**src/rtl/intro_animator_pkg.sv**
```systemverilog
// intro_animator_pkg: shared state encoding, default constants and helpers for the intro sequence
package intro_animator_pkg;
  typedef enum logic [1:0] {ST_CLIMB, ST_RISE, ST_FALL, ST_DONE} state_t;
  localparam int Y_LAND_DEF    = 175;
  localparam int JUMP_H_DEF    = 32;
  localparam int CLIMB_DIV_DEF = 400_000;
  localparam int GRAV_DIV_DEF  = 1_000_000;
  localparam int DRIFT_DIV_DEF = 500_000;
  function automatic logic [11:0] sat_inc(input logic [11:0] v);
    return &v ? v : v + 12'd1;
  endfunction
  function automatic logic [11:0] sat_dec(input logic [11:0] v);
    return v == '0 ? v : v - 12'd1;
  endfunction
endpackage

```
**src/rtl/intro_animator_tick_div.sv**
```systemverilog
// intro_animator_tick_div: enable-gated clock divider emitting a one-cycle tick every DIV enabled cycles
module intro_animator_tick_div #(
  parameter int DIV = 2
) (
  input  logic clk,
  input  logic rst,
  input  logic en,
  input  logic clr,
  output logic tick
);
  localparam int W = DIV > 1 ? $clog2(DIV) : 1;
  logic [W-1:0] count;
  assign tick = en && count == W'(DIV - 1);
  // count enabled cycles, wrapping on tick; holds while disabled
  always_ff @(posedge clk)
    count <= (rst || clr || tick) ? '0 : en ? count + 1'b1 : count;
endmodule

```
**src/rtl/intro_animator.sv**
```systemverilog
// intro_animator: ladder climb then N hop cycles with drift, landing flags, rung count and done pulse
module intro_animator
  import intro_animator_pkg::*;
#(
  parameter int X_START    = 484,
  parameter int Y_START    = 672,
  parameter int Y_LAND     = Y_LAND_DEF,
  parameter int JUMP_H     = JUMP_H_DEF,
  parameter int N_JUMPS    = 4,
  parameter int CLIMB_DIV  = CLIMB_DIV_DEF,
  parameter int GRAV_DIV   = GRAV_DIV_DEF,
  parameter int DRIFT_DIV  = DRIFT_DIV_DEF,
  parameter bit DRIFT_LEFT = 1'b1,
  parameter int RUNG_STEP  = 32,
  parameter int RUNG_Y_MAX = 576,
  parameter int RUNG_MAX   = 15
) (
  input  logic               clk,
  input  logic               rst,
  input  logic               start,
  input  logic               skip,
  output logic               active,
  output logic               done,
  output logic [11:0]        xpos,
  output logic [11:0]        ypos,
  output logic [3:0]         rungs,
  output logic [N_JUMPS-1:0] landed
);
  localparam logic [11:0] LAND      = 12'(Y_LAND);
  localparam logic [11:0] APEX      = 12'(Y_LAND - JUMP_H);
  localparam logic [11:0] RUNG_MASK = 12'(RUNG_STEP - 1);
  localparam logic [11:0] RUNG_TOP  = 12'(RUNG_Y_MAX);
  localparam logic [3:0]  RUNG_SAT  = 4'(RUNG_MAX);
  state_t state, state_n;
  logic [11:0] vel, vel_n, xpos_n, ypos_n, y_dec;
  logic [4:0] hop, hop_n;
  logic [3:0] rungs_n;
  logic [N_JUMPS-1:0] landed_n;
  logic climb_tick, grav_tick, drift_tick, hopping, aborting, reach_apex, reach_land, enter_rise;
  logic signed [12:0] y_up;
  logic [12:0] y_down;
  assign hopping    = state == ST_RISE || state == ST_FALL;
  assign aborting   = skip && state != ST_DONE;
  assign y_dec      = ypos - 12'd1;
  assign y_up       = $signed({1'b0, ypos}) - $signed({1'b0, vel});
  assign y_down     = {1'b0, ypos} + {1'b0, vel};
  assign reach_apex = y_up <= $signed({1'b0, APEX});
  assign reach_land = y_down >= {1'b0, LAND};
  assign enter_rise = state == ST_CLIMB && state_n == ST_RISE;
  intro_animator_tick_div #(.DIV(CLIMB_DIV)) u_climb (
    .clk(clk), .rst(rst), .en(state == ST_CLIMB && start), .clr(1'b0), .tick(climb_tick)
  );
  intro_animator_tick_div #(.DIV(GRAV_DIV)) u_grav (
    .clk(clk), .rst(rst), .en(hopping), .clr(enter_rise), .tick(grav_tick)
  );
  intro_animator_tick_div #(.DIV(DRIFT_DIV)) u_drift (
    .clk(clk), .rst(rst), .en(hopping), .clr(enter_rise), .tick(drift_tick)
  );
  // state register
  always_ff @(posedge clk)
    state <= rst ? ST_CLIMB : state_n;
  // next state: skip overrides any transition triggered in the same cycle
  always_comb begin
    state_n = state;
    if (aborting)
      state_n = ST_DONE;
    else if (state == ST_CLIMB && (ypos <= LAND || (climb_tick && y_dec == LAND)))
      state_n = ST_RISE;
    else if (state == ST_RISE && grav_tick && reach_apex)
      state_n = ST_FALL;
    else if (state == ST_FALL && grav_tick && reach_land)
      state_n = hop + 5'd1 == 5'(N_JUMPS) ? ST_DONE : ST_RISE;
  end
  // next datapath values: climb/rung counting, ballistic hop with clamps, drift
  always_comb begin
    xpos_n   = xpos;
    ypos_n   = ypos;
    vel_n    = vel;
    hop_n    = hop;
    rungs_n  = rungs;
    landed_n = landed;
    if (aborting) begin
      ypos_n   = LAND;
      vel_n    = '0;
      landed_n = '1;
      rungs_n  = RUNG_SAT;
    end else begin
      if (state == ST_CLIMB && climb_tick && ypos > LAND) begin
        ypos_n  = y_dec;
        rungs_n = (y_dec <= RUNG_TOP && (y_dec & RUNG_MASK) == '0 && rungs < RUNG_SAT) ? rungs + 4'd1 : rungs;
      end
      if (enter_rise)
        vel_n = '0;
      if (state == ST_RISE && grav_tick) begin
        ypos_n = reach_apex ? APEX : ypos - vel;
        vel_n  = reach_apex ? '0 : sat_inc(vel);
      end
      if (state == ST_FALL && grav_tick) begin
        ypos_n   = reach_land ? LAND : ypos + vel;
        vel_n    = reach_land ? '0 : sat_inc(vel);
        landed_n = reach_land ? landed | (N_JUMPS'(1) << hop) : landed;
        hop_n    = reach_land ? hop + 5'd1 : hop;
      end
      if (hopping && drift_tick)
        xpos_n = DRIFT_LEFT ? sat_dec(xpos) : sat_inc(xpos);
    end
  end
  // registered outputs and counters; active falls on the edge done rises
  always_ff @(posedge clk) begin
    if (rst) begin
      xpos   <= 12'(X_START);
      ypos   <= 12'(Y_START);
      vel    <= '0;
      hop    <= '0;
      rungs  <= '0;
      landed <= '0;
      active <= 1'b1;
      done   <= 1'b0;
    end else begin
      xpos   <= xpos_n;
      ypos   <= ypos_n;
      vel    <= vel_n;
      hop    <= hop_n;
      rungs  <= rungs_n;
      landed <= landed_n;
      active <= state_n != ST_DONE;
      done   <= state_n == ST_DONE && state != ST_DONE;
    end
  end
endmodule

```
**config.mk**
```make
export PLATFORM = sky130hd
export DESIGN_NAME = intro_animator
export DESIGN_NICKNAME = d
export VERILOG_FILES = /design/src/rtl/intro_animator_pkg.sv /design/src/rtl/intro_animator_tick_div.sv /design/src/rtl/intro_animator.sv
export SDC_FILE = /design/constraint.sdc
export NUM_CORES = 1
export LEC_CHECK = 0
export BUFFER_PORTS_ARGS = -buffer_cell sky130_fd_sc_hd__buf_2
export CAP_MARGIN = 20
export CORE_MARGIN = 2
export CORE_UTILIZATION = 54
export CTS_BUF_LIST = sky130_fd_sc_hd__clkbuf_8
export CTS_CLUSTER_SIZE = 40
export DETAILED_ROUTE_END_ITERATION = 8
export PLACE_DENSITY = 0.72
export SYNTH_ARGS = -nofsm -noshare
export SYNTH_HDL_FRONTEND = slang
export SYNTH_SLANG_ARGS = --single-unit
```
**constraint.sdc**
```tcl
create_clock -name clk -period 5 [get_ports clk]
set_input_delay 0.25 -clock clk [delete_from_list [all_inputs] [get_ports clk]]
set_output_delay 0.25 -clock clk [all_outputs]
set_load 0.1 [all_outputs]
```
==> impl_metrics.tcl, run 1 <==
set metrics [dict create \
    dieHeight_um 122 \
    yosys.cell_types.count 84 \
    finalHoldViolCount 0 \
    cts-root-buf "clkbuf_8" \
    clock_latency_ns 0.41 \
    fin_crit_ns 4.42 \
    design.die.area_um2 14900 \
    syn2layout_area_growth_pct 7.19 \
    ys_ff_latch 111 \
    synthFlopType "dfxtp_1" \
    synth_area_um2 7540 \
    drive_gt1_share_pct 10.9 \
    rsz0062_at_grt "no" \
    rows 43 \
    antenna_found_initial 0 \
    grt_start_max_net_pins 52 \
    setup_viol 0 \
    fmax_mhz 226 \
    p_sw_mw 0.580 \
    postSynthCellCount 942 \
    synth_area_leaders "dfxtp_1, ha_1, xnor2_1" \
    maxSlewHeadroom_pct 43.6 \
    maxCapViolations 0 \
    grt_pass1_vias 6368 \
    p_leak_nw 2.98 \
    seq_power_share_pct 51.1 \
    grt_pass1_wl_mm 31.7 \
    nets 1008 \
    via_per_inst 6.13 \
    synth_largest_type_area_fraction_pct 29.5 \
    regArea_um2 2220 \
    crit_start "ypos[1]$_SDFFE_PP0P_" \
    async_reset_ff_share_pct 0 \
    synth_area_per_cell_um2 8.00 \
    cts_tree "built" \
    r2r_slack_ns 0.58 \
    hold_path_class "in -> reg" \
    die_w_um 122 \
    end_kind "flip-flop" \
    crit_chain "inv_1 -> fa_1 -> o21ba_1 -> or4_4 -> nand2_2 -> a21oi_2 -> mux4_2 -> or3_1 -> o2bb2ai_2 -> o21ai_2 -> buf_4 -> a21oi_1" \
    synth_fp_nets 988 \
    status "finished, final reports clean" \
    avgRoutedWirePerCell_um 17.0 \
    wl_mm 19.5 \
    tightest_slew_ns 0.841 \
    portBuffers 37 \
    pwr_density_cell_nw_per_um2 224 \
    io_pins 38 \
    path_class "reg -> reg" \
    postLayoutCoreUtil_pct 58.7 \
    h-tree-depth 3 \
    fin_crit_sh_pct 88.4 \
    grt_usage_pct 26.6 \
    cp_max_fo 15 \
    cts_resized 0 \
    synth_edf_count 0 \
    vdd_ir_drop_max_uv 164 \
    crit_required_ns 5.26 \
    yosysWarningCount 0 \
    fin_area_um2 8080 \
    crit_end "u_grav.count[3]$_SDFFE_PP0P_" \
    antennaDiodeCount 0 \
    place_hpwl_mm 14.2 \
    ys_seq_area_share_pct 29.5 \
    fill_cells 1353 \
    vias 7036 \
    cts.clk_slew.worst_paths_ns 0.11 \
    slowest_delay_ns 0.62 \
    clockBufferDepth 2 \
    clock-sinks 111 \
    r2r_end "u_grav.count[3]$_SDFFE_PP0P_" \
    start_util_pct 54.7 \
    multiInputGateArea_um2 4950 \
    cp_data_arrival_time_ns 4.69 \
    synth.largest_area_cell "dfxtp_1" \
    synthMostInstantiatedCell "dfxtp_1" \
    post-cts-setup-buffers 0 \
    r2r-start "ypos[1]$_SDFFE_PP0P_" \
    drc 0 \
    place_inst 1131 \
    total_power_mw 1.81 \
    hold_buffers 0 \
    clock_power_share_pct 31.8 \
    drtPass1Iterations 5 \
    ff2ff_path_depth 12 \
    overflow 0 \
    cp_slowest_cell "o21ai_2" \
    core-area_um2 13800 \
    synthTopCellsByCount "dfxtp_1, nand2_1, nor2_1" \
    place.gp.congestion 1.02 \
    combPwrFrac_pct 17.0 \
    instances_no_fill 1147 \
    skew_ns 0.0229 \
    final_antenna_net_count 0 \
    drtIter0Drc 674 \
    dpl_cell_area_um2 7870 \
    worstSetupStartpointType "flip-flop" \
    finalMaxSlewViolations 0 \
    tns_ns 0 \
    internal-power_mw 1.23 \
    cts_inserted_buffers 9 \
    switching_share_pct 32.1 \
]
==> how the worst min path moves through the flow <==
stage                                             start  cells past startpoint                            end
after floorplan           u_climb.count[1]$_SDFFE_PP0P_                      2  u_climb.count[1]$_SDFFE_PP0P_
after global placement    u_climb.count[1]$_SDFFE_PP0P_                      2  u_climb.count[1]$_SDFFE_PP0P_
after detailed placement  u_climb.count[1]$_SDFFE_PP0P_                      2  u_climb.count[1]$_SDFFE_PP0P_
after CTS                                         start                      4  u_climb.count[1]$_SDFFE_PP0P_
after global routing                              start                      4  u_climb.count[1]$_SDFFE_PP0P_
final                                             start                      4  u_climb.count[1]$_SDFFE_PP0P_
==> kinds of logic (layout without fill, tap and decap cells) <==
kind of cell	Yosys count	after routing	share of synthesized area (%)
mux	15	15	2.26
fa+ha+maj	42	42	7.17
compound gates	222	222	20.5
flops	111	111	29.5
xor+xnor	84	84	9.76
simple gates	382	382	25.9
buf+inv	86	111	4.90
==> layout make-up <==
type	instances	share of cell area (%)
timing repair buffer	57	4.15
clock buffer	9	1.53
tap	180	2.79
clock inverter	7	1.04
sequential	111	27.5
multi-input combinational	745	61.2
inverter	38	1.76
==> layer usage <==
layer  up-vias  GRT usage (%)  wire, um
met3        54           4.49      1350
met2       252           41.3      8600
met5         -              0         0
met1      3268           36.3      8840
li1       3462              -         -
met4         0           11.8       682
==> cell usage in the layout, fill, tap and decap left out, types with 33 or more instances in the layout <==
cell type and n:
buf_2 37, xor2_1 33, nand4_1 34, nor2_1 94
nand2_1 94, dfxtp_1 111, nand3_1 33, a21oi_1 73
inv_1 36, ha_1 40, xnor2_1 51
==> power by group through the flow <==
| stage | registers (mW) | clock network (mW) | logic, mW |
|---|---|---|---|
| 4_1_cts | 0.924 | 0.585 | 0.305 |
| 3_3_place_gp | 0.943 | 0 | 0.304 |
| 5_1_grt | 0.928 | 0.618 | 0.332 |
| 3_5_place_dp | 0.944 | 0 | 0.304 |
| 2_1_floorplan | 1.01 | 0 | 0.169 |
| 6_report | 0.924 | 0.575 | 0.308 |
==> registers in the layout, summed over array words and instances (netlist names) <==
register	count
state	2
landed	4
xpos	12
hop	5
ypos	12
u_drift.count	19
rungs	4
u_climb.count	19
done	1
vel	12
active	1
u_grav.count	20
==> per-stage QoR <==
stage,hold WS [ns],setup WS (ns)
floorplan,0.454,0.552
global placement,0.465,0.696
detailed placement,0.470,0.653
CTS,0.185,0.611
global route,0.225,0.281
finish,0.200,0.578
==> worst max-delay path: cells and delay by family, from the launching register on <==
kind                     cells  cell delay (ns)
AO/OA/AOI/OAI                5             1.19
adder cells (fa/ha/maj)      1             0.55
buffers and inverters        2             0.54
flip-flops                   1             0.51
multiplexers                 1             0.47
AND/OR/NAND/NOR              3             1.03
No activity file was read; power rests on OpenSTA's default activity.
==> run 2, diff against run 1 <==
- CORE_UTILIZATION: 54 -> 40
- PLACE_DENSITY: 0.72 -> 0.56
==> impl_metrics.tcl, run 2 (synthesized netlist as in run 1, its figures left out) <==
set metrics [dict create \
    rows 50 \
    place.gp.congestion 0.893 \
    pwr_density_cell_nw_per_um2 224 \
    cts_inserted_buffers 9 \
    hold_path_class "in -> reg" \
    nets 1006 \
    grt_usage_pct 20.7 \
    place_inst 1183 \
    antennaDiodeCount 0 \
    path_class "reg -> reg" \
    largest_reg_flops 20 \
    design.die.area_um2 20000 \
    grt_start_max_net_pins 51 \
    vdd_ir_drop_max_uv 125 \
    h-tree-depth 3 \
    dieHeight_um 141 \
    rsz0062_at_grt "no" \
    vias 6940 \
    start_util_pct 40.6 \
    post-cts-setup-buffers 0 \
    cts_resized 0 \
    wl_mm 20.5 \
    io_pins 38 \
    path_delay_family "simple AND/OR/NAND/NOR gates" \
    cp_num_buf_inv 2 \
    p_sw_mw 0.593 \
    clockBufferDepth 2 \
    crit_start "ypos[1]$_SDFFE_PP0P_" \
    instances_no_fill 1198 \
    hold_buffers 0 \
    portBuffers 37 \
    end_kind "flip-flop" \
    clock_latency_ns 0.41 \
    total_power_mw 1.82 \
    reg_top3 "u_grav.count: 20 flops, u_climb.count: 19 flops, u_drift.count: 19 flops" \
    dpl_cell_area_um2 7930 \
    final_common_cell "dfxtp_1" \
    tns_ns 0 \
    cp_slowest_cell "fa_1" \
    grt_pass1_vias 6521 \
    clock-sinks 111 \
    crit_chain "inv_1 -> fa_1 -> o21ba_1 -> or4_4 -> nand2_2 -> a21oi_2 -> mux4_2 -> or3_1 -> o2bb2ai_2 -> o21ai_2 -> buf_4 -> a211oi_1" \
    finalHoldViolCount 0 \
    switching_share_pct 32.6 \
    fmax_mhz 234 \
    cp_max_fo 10 \
    postLayoutCoreUtil_pct 43.8 \
    cts-root-buf "clkbuf_8" \
    maxCapViolations 0 \
    cp_data_arrival_time_ns 4.54 \
    clock_power_share_pct 32.1 \
    slowest_delay_ns 0.54 \
    finalMaxSlewViolations 0 \
    antenna_found_initial 0 \
    setup_viol 0 \
    crit_required_ns 5.27 \
    fin_crit_sh_pct 85.5 \
    fin_area_um2 8130 \
    maxSlewHeadroom_pct 41.6 \
    place_hpwl_mm 15.0 \
    via_per_inst 5.79 \
    syn2layout_area_growth_pct 7.83 \
    tightest_slew_ns 0.874 \
    worstSetupStartpointType "flip-flop" \
    status "finished, final reports clean" \
    combPwrFrac_pct 17.2 \
    hp-start "start" \
    core-area_um2 18600 \
    cts_tree "built" \
    die_w_um 141 \
    final_cell_mix "dfxtp_1, nand2_1, nor2_1" \
    avgRoutedWirePerCell_um 17.1 \
    drtPass1Iterations 5 \
    drive_gt1_share_pct 10.7 \
    overflow 0 \
    drc 0 \
    p_leak_nw 2.97 \
    drtIter0Drc 489 \
    r2r-start "ypos[1]$_SDFFE_PP0P_" \
    grt_pass1_wl_mm 33.7 \
    final_antenna_net_count 0 \
    seq_power_share_pct 50.7 \
    fin_crit_ns 4.27 \
    skew_ns 0.0258 \
    internal-power_mw 1.23 \
    cts.clk_slew.worst_paths_ns 0.13 \
    regMostFlops "u_grav.count" \
]
run 2: changes by cell type in the layout (fill, tap and decap cells not counted):
cell        change
clkinv_4        -1
clkinvlp_4      -1
inv_1           -1
buf_4           -2
inv_8           +1
clkinv_2        +1
run 2: routing by layer:
metal	GRT usage [%]	routed length, um
met1	27.7	9270
met2	32.9	9360
met3	4.52	1230
met4	7.79	627
met5	0	0
run 2: final cells by class:
cell class | count | area (um^2)
Fill cell | 1843 | 10500
Multi-Input combinational cell | 745 | 4950
Sequential cell | 111 | 2220
Timing Repair Buffer | 55 | 320
Tap cell | 234 | 293
Inverter | 38 | 143
Clock buffer | 9 | 124
Clock inverter | 6 | 80.1
run 2: power groups by stage:
stage | combinational (mW) | clock [mW] | sequential (mW)
after floorplan | 0.169 | 0 | 1.01
after global placement | 0.311 | 0 | 0.943
after detailed placement | 0.310 | 0 | 0.944
after CTS | 0.311 | 0.614 | 0.924
after global routing | 0.338 | 0.644 | 0.928
final | 0.313 | 0.585 | 0.924
run 2: worst paths after layout:
kind / endpoint / cells after the start / slack [ns]
worst max-delay path: u_grav.count[4]$_SDFFE_PP0P_ / 12 / 0.73
worst min-delay path: u_climb.count[1]$_SDFFE_PP0P_ / 4 / 0.21
worst max register to register: u_grav.count[4]$_SDFFE_PP0P_ / 12 / 0.73
worst min register to register: u_climb.count[1]$_SDFFE_PP0P_ / 2 / 0.49
run 2: worst min-delay path: stages:
cell and delay (ns):
buf_2 0.09, nand2_1 0.09, nand2_1 0.08, a21oi_1 0.05
run 2: stage by stage:
stage / hold slack, ns / worst slack, ns
after floorplan: 0.454 / 0.552
after global placement: 0.470 / 0.880
after detailed placement: 0.474 / 0.811
after CTS: 0.191 / 0.787
after global routing: 0.213 / 0.490
final: 0.215 / 0.727
==> run 3, diff against run 2 <==
- RECOVER_POWER: unset -> 100
==> impl_metrics.tcl, run 3 (synthesized netlist as in run 1, its figures left out) <==
set metrics [dict create \
    antenna_found_initial 0 \
    antennaDiodeCount 0 \
    vdd_ir_drop_max_uv 126 \
    fill_cells 1870 \
    p_leak_nw 2.83 \
    fin_area_um2 8020 \
    rows 50 \
    cts_inserted_buffers 9 \
    grt_start_max_net_pins 51 \
    skew_ns 0.0255 \
    finalMaxSlewViolations 0 \
    cp_slowest_cell "fa_1" \
    syn2layout_area_growth_pct 6.39 \
    avgRoutedWirePerCell_um 17.1 \
    tns_ns 0 \
    tightest_slew_ns 1.28 \
    final_cell_mix "dfxtp_1, nand2_1, nor2_1" \
    nets 1006 \
    cts.clk_slew.worst_paths_ns 0.13 \
    wl_mm 20.5 \
    cp_num_buf_inv 2 \
    reg_top3 "u_grav.count: 20 flops, u_climb.count: 19 flops, u_drift.count: 19 flops" \
    hold_buffers 0 \
    overflow 0 \
    vias 6951 \
    slowest_delay_ns 0.54 \
    cp_data_arrival_time_ns 4.71 \
    maxCapViolations 0 \
    design.die.area_um2 20000 \
    cp_max_fo 10 \
    r2r_end "u_grav.count[8]$_SDFFE_PP0P_" \
    end_kind "flip-flop" \
    worstSetupStartpointType "flip-flop" \
    start_util_pct 40.6 \
    die_w_um 141 \
    crit_end "u_grav.count[8]$_SDFFE_PP0P_" \
    fin_crit_ns 4.45 \
    clockBufferDepth 2 \
    place.gp.congestion 0.893 \
    r2r-start "ypos[1]$_SDFFE_PP0P_" \
    clock_latency_ns 0.41 \
    largest_reg_flops 20 \
    portBuffers 37 \
    path_depth 12 \
    cts_resized 0 \
    r2r_slack_ns 0.55 \
    crit_chain "inv_1 -> fa_1 -> o21ba_1 -> or4_1 -> nand2_1 -> a21oi_1 -> mux4_2 -> or3_1 -> o2bb2ai_1 -> o21ai_2 -> clkbuf_1 -> a211oi_1" \
    drtIter0Drc 518 \
    core-area_um2 18600 \
    ff2ff_path_depth 12 \
    drive_gt1_share_pct 5.71 \
    crit_start "ypos[1]$_SDFFE_PP0P_" \
    via_per_inst 5.80 \
    final_antenna_net_count 0 \
    hold_path_class "in -> reg" \
    path_class "reg -> reg" \
    post-cts-setup-buffers 0 \
    fin_crit_sh_pct 89.0 \
    dpl_cell_area_um2 7930 \
    grt_usage_pct 20.7 \
    place_hpwl_mm 15.0 \
    path_delay_family "simple AND/OR/NAND/NOR gates" \
    regMostFlops "u_grav.count" \
    finalHoldViolCount 0 \
    rsz0062_at_grt "no" \
    fmax_mhz 225 \
    grt_pass1_vias 6521 \
    status "finished, final reports clean" \
    crit_required_ns 5.26 \
    cts-root-buf "clkbuf_8" \
    clock-sinks 111 \
    drc 0 \
    drtPass1Iterations 5 \
    io_pins 38 \
    maxSlewHeadroom_pct 14.8 \
    final_common_cell "dfxtp_1" \
    grt_pass1_wl_mm 33.7 \
    pwr_density_cell_nw_per_um2 226 \
    h-tree-depth 3 \
    dieHeight_um 141 \
    cts_tree "built" \
    setup_viol 0 \
]
## run 3: report_power, final
part           leakage [nW]  switching, mW  internal (mW)
Sequential            0.900         0.0212          0.903
Clock                 0.104          0.348          0.239
Combinational          1.83          0.223         0.0787
Total                  2.83          0.593           1.22
## run 3: tightest hold or removal path: stages
cell	delay (ns)
buf_2	0.09
nand2_1	0.09
nand2_1	0.08
a21oi_1	0.05
## run 3: final cells by class
cell class	instances	area (um^2)	share of cell area, %
clock buffers	9	124	1.54
well taps	234	293	3.65
multi-input cells	745	4900	61.1
clock inverters	6	80.1	0.998
inverters	38	143	1.78
repair buffers	55	263	3.28
flip-flops and latches	111	2220	27.7
## run 3: stage by stage
stage / std cells / hold WS [ns] / power, mW / worst slack (ns) / utilization (%)
finish: 1198 / 0.213 / 1.81 / 0.551 / 43.2
global route: 1198 / 0.213 / 1.90 / 0.257 / 43.2
detailed placement: 1183 / 0.474 / 1.25 / 0.811 / 42.7
global placement: 1183 / 0.470 / 1.25 / 0.880 / 42.7
floorplan: 942 / 0.454 / 1.18 / 0.552 / -
CTS: 1198 / 0.191 / 1.85 / 0.787 / 43.8
## run 3: layer usage
layer | wire length [um] | track usage (%) | vias to the layer above
met4 | 689 | 7.79 | 0
met1 | 9230 | 27.7 | 3219
met2 | 9250 | 32.9 | 221
met3 | 1340 | 4.52 | 49
li1 | - | - | 3462
met5 | 0 | 0 | -
## run 3: worst min path at each step
stage	from	endpoint	slack, ns	depth (start not counted)
after global placement	u_climb.count[1]$_SDFFE_PP0P_	u_climb.count[1]$_SDFFE_PP0P_	0.47	2
after global routing	start	u_climb.count[1]$_SDFFE_PP0P_	0.21	4
after detailed placement	u_climb.count[1]$_SDFFE_PP0P_	u_climb.count[1]$_SDFFE_PP0P_	0.47	2
final	start	u_climb.count[1]$_SDFFE_PP0P_	0.21	4
after floorplan	u_climb.count[1]$_SDFFE_PP0P_	u_climb.count[1]$_SDFFE_PP0P_	0.45	2
after CTS	start	u_climb.count[1]$_SDFFE_PP0P_	0.19	4
